<file path="src/rtl/red_pkg.sv">
// Shared types for the red_pipe datapath: ALU operation encodings and register-file sizing.
package red_pkg;

   typedef enum logic [2:0] {
      ALU_ADD  = 3'b000,
      ALU_SUB  = 3'b001,
      ALU_AND  = 3'b010,
      ALU_OR   = 3'b011,
      ALU_XOR  = 3'b100,
      ALU_SLT  = 3'b101,
      ALU_SLL  = 3'b110,
      ALU_PASS = 3'b111
   } alu_op_t;

   localparam int DEF_ADDRESS_WIDTH = 5;
   localparam int REG_COUNT         = 2**DEF_ADDRESS_WIDTH;

   function automatic int reg_count(input int address_width);
      return 2**address_width;
   endfunction

endpackage

</file>
<file path="src/rtl/alu_n.sv">
// Combinational ALU with operand-equality flag; zero latency, no flow control.
module alu_n
   import red_pkg::*;
#(
   parameter int DATA_WIDTH = 32
) (
   input  logic [DATA_WIDTH-1:0] op1_i,
   input  logic [DATA_WIDTH-1:0] op2_i,
   input  alu_op_t               ctr_i,
   output logic [DATA_WIDTH-1:0] result_o,
   output logic                  eq_o
);

   localparam int SHW = $clog2(DATA_WIDTH);

   logic slt_bit;

   assign slt_bit = ($signed(op1_i) < $signed(op2_i));
   assign eq_o    = (op1_i == op2_i);

   always_comb begin
      result_o = '0;
      case (ctr_i)
         ALU_ADD:  result_o = op1_i + op2_i;
         ALU_SUB:  result_o = op1_i - op2_i;
         ALU_AND:  result_o = op1_i & op2_i;
         ALU_OR:   result_o = op1_i | op2_i;
         ALU_XOR:  result_o = op1_i ^ op2_i;
         ALU_SLT:  result_o = {{(DATA_WIDTH-1){1'b0}}, slt_bit};
         // Only the low log2(DATA_WIDTH) bits of op2 form the shift amount.
         ALU_SLL:  result_o = op1_i << op2_i[SHW-1:0];
         ALU_PASS: result_o = op2_i;
         default:  result_o = '0;
      endcase
   end

endmodule

</file>
<file path="src/rtl/red_pipe.sv">
// Two-stage EX/WB datapath: register file, WB->EX forwarding, ALU; result architectural 2 edges after issue.
// No backpressure: every in_valid cycle is accepted, dependent back-to-back ops never stall.
module red_pipe
   import red_pkg::*;
#(
   parameter int ADDRESS_WIDTH = 5,
   parameter int DATA_WIDTH    = 32,
   parameter int A0_INDEX      = 10
) (
   input  logic                     clk,
   input  logic                     rst_n,
   input  logic                     in_valid,
   input  logic [ADDRESS_WIDTH-1:0] ad1,
   input  logic [ADDRESS_WIDTH-1:0] ad2,
   input  logic [ADDRESS_WIDTH-1:0] ad3,
   input  logic                     we3,
   input  logic                     aluSrc,
   input  logic [2:0]               aluCTR,
   input  logic [DATA_WIDTH-1:0]    immOp,
   output logic                     eq,
   output logic                     eq_valid,
   output logic [DATA_WIDTH-1:0]    a0
);

   localparam int                       NREG   = reg_count(ADDRESS_WIDTH);
   localparam logic [ADDRESS_WIDTH-1:0] A0_IDX = ADDRESS_WIDTH'(A0_INDEX);

   logic [DATA_WIDTH-1:0]    rf_q [NREG];
   logic                     wb_vld_q, wb_vld_d;
   logic [DATA_WIDTH-1:0]    wb_dat_q, wb_dat_d;
   logic [ADDRESS_WIDTH-1:0] wb_idx_q, wb_idx_d;
   logic                     wb_we_q,  wb_we_d;
   logic                     eq_q, eq_d;
   logic                     eq_valid_q, eq_valid_d;
   logic [DATA_WIDTH-1:0]    a0_q;

   logic                     wb_hit;
   logic [DATA_WIDTH-1:0]    op1, rd2, op2, alu_res;
   logic                     alu_eq;

   // A WB op that commits this edge; index 0 never commits and never forwards.
   assign wb_hit = wb_vld_q && wb_we_q && (wb_idx_q != '0);

   assign op1 = (ad1 == '0) ? '0 : (wb_hit && wb_idx_q == ad1) ? wb_dat_q : rf_q[ad1];
   assign rd2 = (ad2 == '0) ? '0 : (wb_hit && wb_idx_q == ad2) ? wb_dat_q : rf_q[ad2];
   assign op2 = aluSrc ? immOp : rd2;

   alu_n #(.DATA_WIDTH(DATA_WIDTH)) u_alu (
      .op1_i    (op1),
      .op2_i    (op2),
      .ctr_i    (alu_op_t'(aluCTR)),
      .result_o (alu_res),
      .eq_o     (alu_eq)
   );

   always_comb begin
      wb_vld_d   = 1'b0;
      wb_dat_d   = wb_dat_q;
      wb_idx_d   = wb_idx_q;
      wb_we_d    = wb_we_q;
      eq_d       = eq_q;
      eq_valid_d = 1'b0;
      if (in_valid) begin
         wb_vld_d   = 1'b1;
         wb_dat_d   = alu_res;
         wb_idx_d   = ad3;
         wb_we_d    = we3;
         eq_d       = alu_eq;
         eq_valid_d = 1'b1;
      end
   end

   always_ff @(posedge clk) begin
      if (!rst_n) begin
         for (int i = 0; i < NREG; i++) begin
            rf_q[i] <= '0;
         end
         wb_vld_q   <= 1'b0;
         wb_dat_q   <= '0;
         wb_idx_q   <= '0;
         wb_we_q    <= 1'b0;
         eq_q       <= 1'b0;
         eq_valid_q <= 1'b0;
         a0_q       <= '0;
      end else begin
         if (wb_hit) begin
            rf_q[wb_idx_q] <= wb_dat_q;
            if (wb_idx_q == A0_IDX) begin
               a0_q <= wb_dat_q;
            end
         end
         wb_vld_q   <= wb_vld_d;
         wb_dat_q   <= wb_dat_d;
         wb_idx_q   <= wb_idx_d;
         wb_we_q    <= wb_we_d;
         eq_q       <= eq_d;
         eq_valid_q <= eq_valid_d;
      end
   end

   assign eq       = eq_q;
   assign eq_valid = eq_valid_q;
   assign a0       = a0_q;

endmodule

</file>
<file path="config.mk">
export PLATFORM = sky130hd
export DESIGN_NAME = red_pipe
export DESIGN_NICKNAME = d
export VERILOG_FILES = /design/src/rtl/red_pkg.sv /design/src/rtl/alu_n.sv /design/src/rtl/red_pipe.sv
export SDC_FILE = /design/constraint.sdc
export NUM_CORES = 2
export LEC_CHECK = 0
export BUFFER_PORTS_ARGS = -buffer_cell sky130_fd_sc_hd__buf_2
export CORE_MARGIN = 3
export CORE_UTILIZATION = 30
export DETAILED_ROUTE_END_ITERATION = 10
export REMOVE_ABC_BUFFERS = 1
export SKIP_CTS_REPAIR_TIMING = 1
export SYNTH_ARGS = -nofsm -noshare
export SYNTH_HDL_FRONTEND = slang
export SYNTH_SLANG_ARGS = --single-unit
</file>
<file path="constraint.sdc">
create_clock -name clk -period 6.3 [get_ports clk]
set_clock_uncertainty 0.2 [all_clocks]
set_input_delay 0.315 -clock clk [delete_from_list [all_inputs] [get_ports clk]]
set_output_delay 0.315 -clock clk [all_outputs]
set_load 0.1 [all_outputs]
</file>
==> results.sh <==
export IMPL_async_flop_share_pct=0
export IMPL_p_leak_nw=28.01
export IMPL_violations="negative setup slack"
export IMPL_post_route_period_util_pct=100.3
export IMPL_grt_overflow=0
export IMPL_worstPathArrival_ns=6.80
export IMPL_netlist_area_sq_um=65080
export IMPL_totalWireLength_mm=271.5
export IMPL_cts_buffer_depth=3
export IMPL_clkLatencyLatePin_ns=0.81
export IMPL_drv_slew=0
export IMPL_final_cell_area_sq_um=75430
export IMPL_rsz0062_at_grt="no"
export IMPL_post_drt_wl_per_cell_um=32.65
export IMPL_synth_seq_area_share_pct=49.46
export IMPL_synth_most_common_cell="edfxtp_1"
export IMPL_period_minus_slack_ns=6.316
export IMPL_slew_headroom_pct=13.45
export IMPL_die_h_um=471.8
export IMPL_grt_pass1_vias=48040
export IMPL_path_class="reg -> reg"
export IMPL_syn_avg_cell_area_sq_um=12.55
export IMPL_worst_pin_slew_ns=1.293
export IMPL_hpwl_mm=186.9
export IMPL_hold_class="in -> reg"
export IMPL_cp_end_kind="flop"
export IMPL_synth_edf_count=1024
export IMPL_ios=89
export IMPL_crit_required_ns=6.78
export IMPL_setup_viol=1
export IMPL_worstPathMaxFanout=13
export IMPL_vias=49630
export IMPL_vdd_drop_max_v=0.0002297
export IMPL_synth_cells=5185
export IMPL_clk_pin_slew_ns=0.07
export IMPL_fp_dieW_um=471.8
export IMPL_initialDrtViolationCount=7546
export IMPL_grt_first_pass_wirelength_mm=378.9
export IMPL_die_area_sq_um=222600
export IMPL_via_per_inst=5.969
export IMPL_hold_violations=0
export IMPL_fin_nets=5521
export IMPL_synth_area_leaders="edfxtp_1, mux4_2, and2_1"
export IMPL_final_util_pct=35.04
export IMPL_layout_drive_gt1_share_pct=23.56
export IMPL_powerDensity_nw_per_um2=264.3
export IMPL_placed_cell_area_sq_um=71090
export IMPL_synth_common_cells="edfxtp_1, and2_1, mux4_2"
export IMPL_synthFlopType="edfxtp_1"
export IMPL_max_freq_mhz=158.3
export IMPL_antenna_found_initial=16
export IMPL_ant_nets=0
export IMPL_place_congestion=0.9653
export IMPL_firstDrtPassIters=6
export IMPL_clockRootBuffer="clkbuf_16"
export IMPL_setup_slack_ns=-0.01612
export IMPL_start_util_pct=30.24
export IMPL_cts_tree="yes"
export IMPL_yosys_area_top_type="edfxtp_1"
export IMPL_grt_start_max_net_pins=46
export IMPL_synth_seq_cells=1096
export IMPL_synth_cell_types=98
export IMPL_htree_levels=4
export IMPL_syn_to_final_growth_pct=15.89
export IMPL_drc_errors=0
export IMPL_drv_cap=0
export IMPL_start_kind="flop"
export IMPL_grt_use_total_pct=23.71
export IMPL_yosysWarnings=0
export IMPL_status="finished, violations left"
export IMPL_synth_top_area_share_pct=47.25
export IMPL_clock_sinks=1096
export IMPL_io_buffers=88
export IMPL_coreArea_sq_um=215300
export IMPL_cts_buffers=130
export IMPL_rows=170
## path summary, 6_finish.rpt
kind / from / endpoint / slack (ns) / depth (start not counted)
max: wb_idx_q[2]$_SDFFE_PN0P_ / wb_dat_q[26]$_SDFFE_PN0P_ / -0.02 / 19
min: immOp[30] / wb_dat_q[30]$_SDFFE_PN0P_ / 0.009 / 6
max reg2reg: wb_idx_q[2]$_SDFFE_PN0P_ / wb_dat_q[26]$_SDFFE_PN0P_ / -0.02 / 19
min reg2reg: eq$_SDFFE_PN0P_ / eq$_SDFFE_PN0P_ / 0.24 / 2
## area by class of cell
cell class              instances  area (sq um)
multi-input cells            3479         30670
clock inverters                67         666.9
repair buffers                550          4412
flip-flops and latches       1096         32190
well taps                    2838          3551
fillers                     20790        139800
clock buffers                 168          3510
inverters                     112         420.4
diodes                          5         12.51
## routing by layer
layer | GRT usage, % | wire [um] | part of all wire (%)
met5 | 0 | 47 | 0.017
met4 | 10.68 | 13940 | 5.1
met3 | 5.744 | 31650 | 12
met2 | 36.56 | 121100 | 45
met1 | 31.58 | 104700 | 39
## worst max-delay path, cell delays in order, from the launching register on
cell and delay [ns]:
dfxtp_1 0.45, nor3_1 0.35, a21o_1 0.41, or3_1 0.19, buf_4 0.34, o221ai_1 0.41, a22oi_2 0.50, inv_1 0.17
fa_1 0.46, a21oi_1 0.19, o21bai_1 0.12, a41o_1 0.28, a31oi_2 0.32, o21ai_0 0.15, buf_4 0.18, a21oi_1 0.41
o21bai_1 0.18, mux2i_1 0.26, nor4_4 0.48, a21oi_1 0.12
## logic make-up (layout without fill, tap and decap cells)
family	after synthesis	after routing	synth area share, %
AO/OA/AOI/OAI	912	912	9.895
multiplexers	768	768	20.02
XOR/XNOR	39	39	0.5248
flip-flops	1096	1096	49.46
adder cells (fa/ha/maj)	97	97	1.888
AND/OR/NAND/NOR	1631	1631	13.77
buffers and inverters	641	897	4.439
other	1	37	0.005762
## sequential cells by signal, indices dropped and copies added (netlist names)
name,cells
rf_q,1024
a0,32
wb_dat_q,32
wb_idx_q,5
eq,1
eq_valid,1
wb_we_q,1
## report_power, final
part / total [mW] / switching [mW] / internal, mW
clock network: 7.58 / 3.22 / 4.36
registers: 8.36 / 0.155 / 8.21
logic: 3.99 / 2.58 / 1.41
## stage by stage
stage / power [mW] / hold slack, ns / worst slack, ns / TNS (ns) / std cells
after global placement: 12.34 / 0.2333 / -0.5003 / -0.5496 / 8063
after global routing: 20.44 / 0.03779 / 0.0003424 / 0 / 8311
after floorplan: 10.42 / 0.2044 / -2.542 / -67.42 / 4687
after detailed placement: 12.36 / 0.2377 / -0.4559 / -0.4559 / 8063
after CTS: 19.87 / -0.4704 / -0.2254 / -0.2254 / 8298
final: 19.93 / 0.008969 / -0.01612 / -0.01612 / 8315
## cell usage in the layout, fill, tap and decap left out, drive strengths merged, types with 28 or more instances in the layout
master and count:
xnor2 30, a21oi 206, and2 908, clkbuf 168, a21o 54, o22ai 28
ha 95, nand2 224, edfxtp 1024, mux2 29, nor3 151, dfxtp 72
nor2 194, clkinv 49, o221ai 62, conb 32, a22oi 67, buf 538
mux4 417, nand3 42, mux2i 322, inv 115, a221oi 104, o21ai 163
No activity file was read; power rests on OpenSTA's default activity.
